$ cat config.mk
export PLATFORM = sky130hd
export DESIGN_NAME = uart_rx
export DESIGN_NICKNAME = d
export VERILOG_FILES = /design/src/rtl/uart_pkg.sv /design/src/rtl/uart_sync2.sv /design/src/rtl/uart_rx.sv
export SDC_FILE = /design/constraint.sdc
export NUM_CORES = 1
export LEC_CHECK = 0
export CAP_MARGIN = 20
export CELL_PAD_IN_SITES_DETAIL_PLACEMENT = 0
export CELL_PAD_IN_SITES_GLOBAL_PLACEMENT = 1
export CORE_MARGIN = 1
export CORE_UTILIZATION = 41
export DETAILED_ROUTE_END_ITERATION = 10
export PLACE_DENSITY_LB_ADDON = 0.1
export SLEW_MARGIN = 20
export SYNTH_ARGS = -nofsm -noshare
export SYNTH_HDL_FRONTEND = slang
export SYNTH_SLANG_ARGS = --single-unit
$ cat constraint.sdc
create_clock -name clk -period 1.65 [get_ports clk]
set_input_delay 0.165 -clock clk [delete_from_list [all_inputs] [get_ports clk]]
set_output_delay 0.165 -clock clk [all_outputs]
set_load 0.03 [all_outputs]
$ cat src/rtl/uart_pkg.sv
// Shared UART definitions: FSM state encoding (used by receiver and
// transmitter), default frame/oversampling constants, line idle level and
// a parity helper.
package uart_pkg;

  localparam int   UART_DATA_BITS  = 8;
  localparam int   UART_OVERSAMPLE = 16;
  localparam logic UART_IDLE_LEVEL = 1'b1;

  typedef enum logic [2:0] {
    IDLE   = 3'd0,
    START  = 3'd1,
    DATA   = 3'd2,
    PARITY = 3'd3,
    STOP   = 3'd4
  } uart_state_e;

  // True when the data XOR plus received parity bit disagrees with the
  // selected parity sense (odd=1 expects an odd count of ones overall).
  function automatic logic parity_bad(input logic data_xor,
                                      input logic par_bit,
                                      input logic odd);
    return ((data_xor ^ par_bit) != odd);
  endfunction

endpackage

$ cat src/rtl/uart_sync2.sv
// Two-flop synchronizer for an asynchronous single-bit input. RST_VAL sets
// the value both stages take during reset so the output does not show a
// false transition when reset is released.
module uart_sync2 #(
  parameter logic RST_VAL = 1'b1
) (
  input  logic clk,
  input  logic rst_n,
  input  logic d_i,
  output logic q_o
);

  logic meta_q;
  logic sync_q;

  // Two-stage capture of the asynchronous input into the clk domain.
  always_ff @(posedge clk or negedge rst_n) begin
    if (!rst_n) begin
      meta_q <= RST_VAL;
      sync_q <= RST_VAL;
    end else begin
      meta_q <= d_i;
      sync_q <= meta_q;
    end
  end

  assign q_o = sync_q;

endmodule

$ cat src/rtl/uart_rx.sv
// UART receiver: recovers 8N1-style frames (start 0, LSB-first data, stop 1)
// using a shared OVERSAMPLE x baud tick. Emits one-cycle rx_valid or
// frame_err strobes at the stop-bit midpoint.
// Optional macro UART_RX_PARITY_EN adds a parity bit between data and stop,
// a parity_odd select input and a parity_err strobe output.
module uart_rx
  import uart_pkg::*;
#(
  parameter int DATA_BITS  = UART_DATA_BITS,
  parameter int OVERSAMPLE = UART_OVERSAMPLE
) (
  input  logic                 clk,
  input  logic                 rst_n,
  input  logic                 os_tick,
  input  logic                 rx,
`ifdef UART_RX_PARITY_EN
  input  logic                 parity_odd,
  output logic                 parity_err,
`endif
  output logic [DATA_BITS-1:0] rx_data,
  output logic                 rx_valid,
  output logic                 frame_err,
  output logic                 busy
);

  localparam int TW = $clog2(OVERSAMPLE);
  localparam int BW = $clog2(DATA_BITS + 1);

  // Start bit is checked half a bit in; data/parity/stop one full bit apart.
  localparam logic [TW-1:0] HALF_M1  = TW'(OVERSAMPLE / 2 - 1);
  localparam logic [TW-1:0] FULL_M1  = TW'(OVERSAMPLE - 1);
  localparam logic [TW-1:0] TICK_ONE = TW'(1);
  localparam logic [BW-1:0] BIT_ONE  = BW'(1);
  localparam logic [BW-1:0] BIT_LAST = BW'(DATA_BITS - 1);

  logic rx_s;
  logic rx_prev_q;
  logic start_edge_s;

  uart_state_e            state_q, state_d;
  logic [TW-1:0]          tick_cnt_q, tick_cnt_d;
  logic [BW-1:0]          bit_cnt_q, bit_cnt_d;
  logic [DATA_BITS-1:0]   shift_q, shift_d;
  logic [DATA_BITS-1:0]   rx_data_q, rx_data_d;
  logic                   rx_valid_q, rx_valid_d;
  logic                   frame_err_q, frame_err_d;
  logic                   busy_q, busy_d;
`ifdef UART_RX_PARITY_EN
  logic                   par_bit_q, par_bit_d;
  logic                   parity_err_q, parity_err_d;
`endif

  uart_sync2 #(.RST_VAL(UART_IDLE_LEVEL)) u_sync (
    .clk   (clk),
    .rst_n (rst_n),
    .d_i   (rx),
    .q_o   (rx_s)
  );

  // Falling edge of the synchronized line; a line held low never re-triggers.
  assign start_edge_s = rx_prev_q & ~rx_s;

  // Next-state, counter and strobe logic for the receive FSM.
  always_comb begin
    state_d     = state_q;
    tick_cnt_d  = tick_cnt_q;
    bit_cnt_d   = bit_cnt_q;
    shift_d     = shift_q;
    rx_data_d   = rx_data_q;
    rx_valid_d  = 1'b0;
    frame_err_d = 1'b0;
    busy_d      = busy_q;
`ifdef UART_RX_PARITY_EN
    par_bit_d    = par_bit_q;
    parity_err_d = 1'b0;
`endif
    case (state_q)
      IDLE: begin
        busy_d = 1'b0;
        if (start_edge_s) begin
          state_d    = START;
          tick_cnt_d = '0;
          busy_d     = 1'b1;
        end else begin
          state_d = IDLE;
        end
      end
      START: begin
        if (os_tick) begin
          if (tick_cnt_q == HALF_M1) begin
            if (!rx_s) begin
              state_d    = DATA;
              tick_cnt_d = '0;
              bit_cnt_d  = '0;
            end else begin
              state_d = IDLE;
              busy_d  = 1'b0;
            end
          end else begin
            tick_cnt_d = tick_cnt_q + TICK_ONE;
          end
        end else begin
          tick_cnt_d = tick_cnt_q;
        end
      end
      DATA: begin
        if (os_tick) begin
          if (tick_cnt_q == FULL_M1) begin
            shift_d    = {rx_s, shift_q[DATA_BITS-1:1]};
            tick_cnt_d = '0;
            bit_cnt_d  = bit_cnt_q + BIT_ONE;
            if (bit_cnt_q == BIT_LAST) begin
`ifdef UART_RX_PARITY_EN
              state_d = PARITY;
`else
              state_d = STOP;
`endif
            end else begin
              state_d = DATA;
            end
          end else begin
            tick_cnt_d = tick_cnt_q + TICK_ONE;
          end
        end else begin
          tick_cnt_d = tick_cnt_q;
        end
      end
`ifdef UART_RX_PARITY_EN
      PARITY: begin
        if (os_tick) begin
          if (tick_cnt_q == FULL_M1) begin
            par_bit_d  = rx_s;
            tick_cnt_d = '0;
            state_d    = STOP;
          end else begin
            tick_cnt_d = tick_cnt_q + TICK_ONE;
          end
        end else begin
          tick_cnt_d = tick_cnt_q;
        end
      end
`endif
      STOP: begin
        if (os_tick) begin
          if (tick_cnt_q == FULL_M1) begin
            state_d    = IDLE;
            busy_d     = 1'b0;
            tick_cnt_d = '0;
            if (rx_s) begin
`ifdef UART_RX_PARITY_EN
              if (parity_bad(^shift_q, par_bit_q, parity_odd)) begin
                parity_err_d = 1'b1;
              end else begin
                rx_data_d  = shift_q;
                rx_valid_d = 1'b1;
              end
`else
              rx_data_d  = shift_q;
              rx_valid_d = 1'b1;
`endif
            end else begin
              frame_err_d = 1'b1;
            end
          end else begin
            tick_cnt_d = tick_cnt_q + TICK_ONE;
          end
        end else begin
          tick_cnt_d = tick_cnt_q;
        end
      end
      default: begin
        state_d = IDLE;
        busy_d  = 1'b0;
      end
    endcase
  end

  // State, counters, data path and registered output strobes.
  always_ff @(posedge clk or negedge rst_n) begin
    if (!rst_n) begin
      rx_prev_q   <= UART_IDLE_LEVEL;
      state_q     <= IDLE;
      tick_cnt_q  <= '0;
      bit_cnt_q   <= '0;
      shift_q     <= '0;
      rx_data_q   <= '0;
      rx_valid_q  <= 1'b0;
      frame_err_q <= 1'b0;
      busy_q      <= 1'b0;
`ifdef UART_RX_PARITY_EN
      par_bit_q    <= 1'b0;
      parity_err_q <= 1'b0;
`endif
    end else begin
      rx_prev_q   <= rx_s;
      state_q     <= state_d;
      tick_cnt_q  <= tick_cnt_d;
      bit_cnt_q   <= bit_cnt_d;
      shift_q     <= shift_d;
      rx_data_q   <= rx_data_d;
      rx_valid_q  <= rx_valid_d;
      frame_err_q <= frame_err_d;
      busy_q      <= busy_d;
`ifdef UART_RX_PARITY_EN
      par_bit_q    <= par_bit_d;
      parity_err_q <= parity_err_d;
`endif
    end
  end

  assign rx_data   = rx_data_q;
  assign rx_valid  = rx_valid_q;
  assign frame_err = frame_err_q;
  assign busy      = busy_q;
`ifdef UART_RX_PARITY_EN
  assign parity_err = parity_err_q;
`endif

endmodule
After elaboration in Yosys (flattened, before gate mapping) --
Cells that the tools add are included.
Word-level totals: bits of input ports 4, output and inout bits 11, register bits 33
Operators by class: equal/unequal tests 17, bitwise logic cells 3, reduce and logical (&&, ||, !) cells 10, muxes and demuxes 37, add/subtract/negate cells 2
Operator list (count):
- 2-to-1 mux 4 bit | 10
- 2-to-1 mux 3 bit | 7
- AND reduction 6 bit | 3
- inequality test 2 bit (second input constant) | 8
- 2-to-1 mux 1 bit | 15
- case mux 3 bit (4 select lines) | 1
- case mux 4 bit (3 select lines) | 1
- adder 4 x 1 -> 4 bit (second input constant) | 2
- == test 4 x 3 -> 1 bit (second input constant) | 2
- case mux 4 bit (2 select lines) | 1
- AND reduction 5 bit | 1
- == test 4 bit (second input constant) | 1
- inequality test 2 x 1 -> 1 bit (second input constant) | 2
- case mux 1 bit (4 select lines) | 1
- AND reduction 4 bit | 1
- == test 3 x 1 -> 1 bit (second input constant) | 1
- == test 3 x 2 -> 1 bit (second input constant) | 1
- == test 3 bit (second input constant) | 1
- logical NOT 3 bit | 1
- inequality test 3 bit (second input constant) | 1
- AND reduction 3 bit | 1
- nonzero test 3 bit | 1
- 2-to-1 mux 2 bit | 1
- inverter 1 bit | 2
- 3 further kinds | 3

Logic depth before layout (Yosys ltp) --
Gate-level depths: netlist of the first run.
depth in word-level cells 5, gate-level depth with buffers 7, depth with buffers taken out 5

Cells and area by module --
Synthesis of the first run repeated with hierarchy kept, for this count alone.
Unflattened totals: cells, all modules 138, area, all modules 1651.6 sq um
By module, submodules not included:
- uart_rx | cells each 136, times used 1, area an instance 1599.0 sq um, sequential area each 777.0 sq um
- uart_sync2 | cells each 2, times used 1, area an instance 52.6 sq um, sequential area each 52.6 sq um

Least setup slack after synthesis of the first run --
Ideal clock, no wire load.
path kind flip-flop to flip-flop, start register state_q[1], end register tick_cnt_q[0], required time 1.523 ns, path buffers 1, arrival 1.605 ns, slack -0.082 ns, library setup time 0.127 ns, cell stages (with the launch flop) 6, period minus slack after synthesis 1.732 ns, cell sequence dfrtp_1 buf_6 or2_2 o32ai_2 or2_4 mux2_1
Between the ends: cells in the longest elaborated chain, start to end 4, elaborated cells between the ends (all ways) 12, those cells by class eq/ne (7); mux (1); reduce/logical (4)
Ends and longest elaborated chain:
- start, declared | line uart_rx.sv:40 | uart_state_e state_q, state_d;
- start signal, assigned | line uart_rx.sv:196 | state_q <= state_d;
- == test 3 bit or == test 3 x 2 -> 1 bit (tied branches) | line uart_rx.sv:77 | case (state_q)
- OR reduction 2 bit (no source line)
- inequality test 2 x 1 -> 1 bit (no source line) or nonzero test 3 bit (tied branches)
- AND reduction 5 bit (no source line)
- end signal, assigned | line uart_rx.sv:197 | tick_cnt_q <= tick_cnt_d;
- end, declared | line uart_rx.sv:41 | logic [TW-1:0] tick_cnt_q, tick_cnt_d;
Parallel ways exist; a longest one is shown, timed or not. A chain may end at the register's enable or synchronous reset.

Worst setup path in the final report of the first run --
start register tick_cnt_q[1], end register tick_cnt_q[1]
Between the ends: cells in the longest elaborated chain, start to end 4, elaborated cells between the ends (all ways) 10, those cells by class add/sub (1); eq/ne (3); mux (5); reduce/logical (1)
Ends and longest elaborated chain (line):
- adder 4 x 1 -> 4 bit, or another cell as far along | uart_rx.sv:100, uart_rx.sv:122, uart_rx.sv:165
- 2-to-1 mux 4 bit (on tied branches) | uart_rx.sv:108, uart_rx.sv:145, uart_rx.sv:90
- 2-to-1 mux 4 bit (on tied branches) | uart_rx.sv:107, uart_rx.sv:89
- case mux 4 bit (3 select lines) | uart_rx.sv:77
Parallel ways exist; a longest one is shown, timed or not. The select of a mux whose other input is x is not followed.

==> impl_metrics.yaml, run 1 <==
grt:
  grt_pass1_wl_mm: 5.15
  met1_usage_pct: 22.3
  gr-usage-all-layers_pct: 17.2
  overflow: 0
  busiest_layer: "met2"
  antenna_found_initial: 0
  use_met2_pct: 26.1
  grt_start_max_net_pins: 34
  first_global_vias: 1070
  grt_use_met3_pct: 4.46
power_and_ir_drop:
  ir_worst_vdd_v: 0.000523
  leakage_nw: 0.988
  powerDensity_nw_per_um2: 1240
die:
  pin_count: 15
  dieArea_sq_um: 4110
  rows: 22
  coreArea_sq_um: 3690
  die_w_um: 64.1
  start_util_pct: 42.9
  floorplan.die.height_um: 64.1
timing:
  hold_viol_final: 0
  holdWs_ps: 283
  min_period_over_period_pct: 99.5
  report.final.slew_viol_count: 0
  clock_skew_ps: 3.04
  min_period_ps: 1640
  worst_slew_pin_slew_ps: 411
  relSlewSlack_pct: 72.6
  setup_viol: 0
  rsz0062_at_grt: "yes"
  fmax_mhz: 609
  tns_ps: 0
setup_path:
  max_stage_delay_ps: 400
  r2r_start: "tick_cnt_q[1]"
  cp.arrival_ps: 1820
  worstPathMaxFanout: 4
  cp-end-kind: "flop"
  path_cells: "ha_4 -> nand3b_1 -> o21ba_4 -> or2_4 -> buf_4 -> a31o_2"
  slowest_stage: "dfrtp_1"
  cp-start-kind: "flop"
  crit_buf_inv: 1
  cp-startpoint: "tick_cnt_q[1]"
  critPathRequiredTime_ps: 1820
  r2r_end: "tick_cnt_q[1]"
  r2r_slack_ps: 8
  crit_type: "reg2reg"
  crit_family: "compound AO/OA/AOI/OAI gates"
  reg2reg_depth: 6
status:
  status: "finished clean"
route:
  wl_per_cell_um: 14.1
  drt_pass1_iterations: 4
  viasPerCell: 4.94
  drt_iter0_drc: 48
  ant_nets: 0
  drcViolationCount: 0
  wirelength_mm: 3.11
  vias: 1087
final_layout:
  layout_commonest_cell: "dfrtp_1"
  drive_above_1_share_pct: 42.4
  fin_nets: 177
  stdcell_count: 220
  mostFrequentLayoutCells: "28 x dfrtp_1, 26 x buf_4, 14 x clkdlybuf4s50_1"
  syn2layout_area_growth_pct: 36.0
  final_util_pct: 58.3
  n_antenna_cell: 0
job:
  max_cap_violations: 0
synthesis:
  avgSynthCellArea_sq_um: 12.4
  netlist_area_sq_um: 1580
  netlist-cell-type-count: 39
  synth_edf_count: 0
  yosysWarnings: 0
  synth_nets: 134
  yosysSeqAreaShare_pct: 52.5
  synth_flop_cell: "dfrtp_1"
  synth-async-reset-ratio_pct: 100
  synth-seq-cells: 33
  synth_cells: 128
place:
  io_buffers: 14
  dp.cells: 206
  place_hpwl_mm: 2.08
  gp_congestion: 0.852
cts:
  cts_tree: "built"
  cts_buffer_depth: 2
  cts_hold_buffers: 0
  clk-insertion-delay-late_ps: 280
  cts-buffers-inserted: 5
  cts-root-buf: "clkbuf_8"
  cts-htree-levels: 2
  cts.sinks: 33
  clk_pin_slew_ps: 70
worst_hold_path:
  worst_hold_path_type: "in2async"
==> worst max path at each step <==
stage          slack (ps)             to  cells past startpoint
3_3_place_gp         -180  tick_cnt_q[0]                      6
6_report                8  tick_cnt_q[1]                      6
5_1_grt               -60  tick_cnt_q[3]                      7
4_1_cts                 1     rx_data[5]                      5
3_5_place_dp         -210   bit_cnt_q[3]                      5
2_1_floorplan          -5  tick_cnt_q[0]                      5
==> through the flow <==
step,instance area [sq um],setup slack [ps],total power [W]
CTS,2080,1.11,0.00261
global route,2150,-56.4,0.00283
detailed placement,1930,-207,0.00180
floorplan,1610,-5.41,0.00153
finish,2150,7.65,0.00267
global placement,1930,-185,0.00177
==> layout make-up <==
class	count	area, sq um
Fill cell	333	1540
Sequential cell	33	832
Multi-Input combinational cell	85	761
Timing Repair Buffer	42	367
Clock buffer	7	86.3
Tap cell	48	60.1
Clock inverter	1	30.0
Inverter	4	15.0
==> synth_stat cells, types with 3 or more instances <==
library cell	number	share of area, %
dfrtp_1	30	47
a31o_2	3	1.7
buf_6	4	2.8
o21ai_0	5	1.6
nand2_1	7	1.7
dfstp_2	3	5.0
or3_1	3	1.2
inv_1	4	0.95
a21oi_1	7	2.2
nand3_1	3	0.95
nand3b_1	3	1.4
nor2_1	8	1.9
mux2_4	8	7.6
mux2_2	8	5.7
==> metal layers <==
layer	vias up	routed length, um	part of all wire (%)
li1	551	-	-
met1	518	1510	49
met2	13	1440	46
met3	5	85	2.7
met4	0	73	2.4
met5	-	0	0
==> power by group <==
group          switching, W  total (W)  internal (W)
registers          0.000139    0.00108      0.000939
clock network      0.000281   0.000773      0.000492
logic              0.000350   0.000819      0.000468
==> registers in the layout, summed over array words and instances, names as in the netlist, 3 cells and up <==
signal and cells:
rx_data 8, shift_q 8, bit_cnt_q 4, tick_cnt_q 4
state_q 3
==> worst register-to-register path, cell delays in order (launching register included) <==
cell and delay, ps:
dfrtp_1 400, ha_4 180, nand3b_1 110, o21ba_4 220, or2_4 260, buf_4 140, a31o_2 230
==> kinds of logic (layout without fill, tap and decap cells) <==
| kind of cell | count (synthesis) | count (layout) | synth area share, % |
|---|---|---|---|
| AND/OR/NAND/NOR | 39 | 39 | 15.3 |
| flip-flops | 33 | 33 | 52.5 |
| AO/OA/AOI/OAI | 25 | 25 | 11.2 |
| multiplexers | 17 | 17 | 14.0 |
| buffers and inverters | 10 | 54 | 4.43 |
| adder cells (fa/ha/maj) | 2 | 2 | 1.58 |
| XOR/XNOR | 2 | 2 | 1.11 |
==> repair_timing <==
action / 4_1_cts / 5_1_grt
setup endpoints to repair: 13 / 15
buffers inserted: 3 / 4
endpoints found under the hold margin: 0 / 0
pin swaps: 2 / 6
resized for setup: 5 / 9
No activity file was read; power rests on OpenSTA's default activity.
==> inputs of run 2 (changes only) <==
Settings changed: PLACE_DENSITY_LB_ADDON 0.1 to 0.2.
==> impl_metrics.yaml, run 2 (synthesized netlist as in run 1, its figures left out) <==
status:
  status: "finished clean"
setup_path:
  cp-start-kind: "flop"
  crit_family: "simple AND/OR/NAND/NOR gates"
  r2r_start: "state_q[1]"
  cp-end-kind: "flop"
  cp.arrival_ps: 1790
  r2r_slack_ps: 20
  worstPathMaxFanout: 7
  reg2reg_depth: 4
  max_stage_delay_ps: 450
  slowest_stage: "dfrtp_2"
  crit_buf_inv: 0
  crit_type: "reg2reg"
  critPathRequiredTime_ps: 1800
  r2r_end: "bit_cnt_q[3]"
  path_cells: "or3b_1 -> or3_1 -> o21ai_1 -> a31oi_1"
worst_hold_path:
  worst_hold_path_type: "in2async"
place:
  io_buffers: 14
  dp_slack_ps: -213
  place_hpwl_mm: 2.14
  gp_congestion: 0.800
  dp.cells: 205
power_and_ir_drop:
  p_sw_w: 0.000740
  powerDensity_nw_per_um2: 1200
  ir_worst_vdd_v: 0.000765
  seq_power_share_pct: 43.5
  pwr-share-clk_pct: 24.7
  leakage_nw: 0.947
  total_power_w: 0.00248
  p_int_w: 0.00174
  p_comb_share_pct: 31.8
  p_sw_share_pct: 29.9
grt:
  overflow: 0
  antenna_found_initial: 0
  gr-usage-all-layers_pct: 16.6
  grt_start_max_net_pins: 34
  grt_pass1_wl_mm: 5.09
  first_global_vias: 1105
die:
  start_util_pct: 42.9
  floorplan.die.height_um: 64.1
  pin_count: 15
  dieArea_sq_um: 4110
  rows: 22
  die_w_um: 64.1
  coreArea_sq_um: 3690
timing:
  min_period_over_period_pct: 99.0
  tns_ps: 0
  rsz0062_at_grt: "yes"
  worst_slew_pin_slew_ps: 414
  fmax_mhz: 612
  finalWorstSetupSlack_ps: 16.1
  report.final.slew_viol_count: 0
  relSlewSlack_pct: 72.4
  hold_viol_final: 0
  setup_viol: 0
  min_period_ps: 1630
  clock_skew_ps: 5.89
final_layout:
  n_antenna_cell: 0
  syn2layout_area_growth_pct: 30.3
  stdcell_count: 216
  drive_above_1_share_pct: 38.7
  layout_commonest_cell: "dfrtp_1"
  mostFrequentLayoutCells: "28 x dfrtp_1, 23 x buf_4, 14 x clkdlybuf4s50_1"
  fin_nets: 173
  fillers: 335
cts:
  cts-root-buf: "clkbuf_8"
  cts.sinks: 33
  cts-buffers-inserted: 5
  clk_pin_slew_ps: 70
  clk-insertion-delay-late_ps: 280
  cts_buffer_depth: 2
  cts-htree-levels: 2
  cts_tree: "built"
route:
  ant_nets: 0
  drcViolationCount: 0
  drt_iter0_drc: 46
  wl_per_cell_um: 13.8
  vias: 1099
  viasPerCell: 5.09
  drt_pass1_iterations: 4
  wirelength_mm: 2.99
job:
  max_cap_violations: 0
## run 2: power groups by stage
stage	Clock, W	Combinational, W	Sequential (W)
floorplan	0	0.000435	0.00109
global placement	0	0.000705	0.00108
detailed placement	0	0.000723	0.00109
CTS	0.000632	0.000744	0.00107
global route	0.000658	0.000879	0.00110
finish	0.000611	0.000789	0.00108
## run 2: through the flow
stage          hold WS [ps]  area (sq um)  util (%)
6_report                287          2060      55.9
5_1_grt                 300          2060      55.9
2_1_floorplan          -131          1610         -
3_3_place_gp            347          1920      52.1
4_1_cts                 294          2040      55.2
3_5_place_dp            351          1920      52.1
## run 2: worst max path at each step
stage / start / end / slack (ps) / depth (start not counted)
global route: tick_cnt_q[1] / shift_q[6] / -30 / 6
floorplan: state_q[1] / tick_cnt_q[0] / -5 / 5
finish: state_q[1] / bit_cnt_q[3] / 20 / 4
detailed placement: os_tick / bit_cnt_q[3] / -210 / 6
global placement: os_tick / bit_cnt_q[3] / -180 / 6
CTS: tick_cnt_q[0] / rx_data[2] / -10 / 5
## run 2: cell type report
type	count	area, sq um	area share [%]
multi-input combinational	85	731	35.5
timing repair buffer	38	333	16.2
clock buffer	8	90.1	4.37
tap	48	60.1	2.91
sequential	33	832	40.4
inverter	4	15.0	0.729
## run 2: per-layer routing
metal  up-vias  share of wire (%)  global-route usage, %
met4         0                1.3                   6.67
met1       544                 47                   21.2
met5         -                  0                      0
met3         5                3.1                   4.82
li1        536                  -                      -
met2        14                 49                   26.5
## run 2: what timing repair did
action | CTS | global route
hold buffers | 0 | 0
gates resized for setup | 4 | 7
buffers inserted | 2 | 2
pin swaps | 2 | 2
setup endpoints to repair | 13 | 21
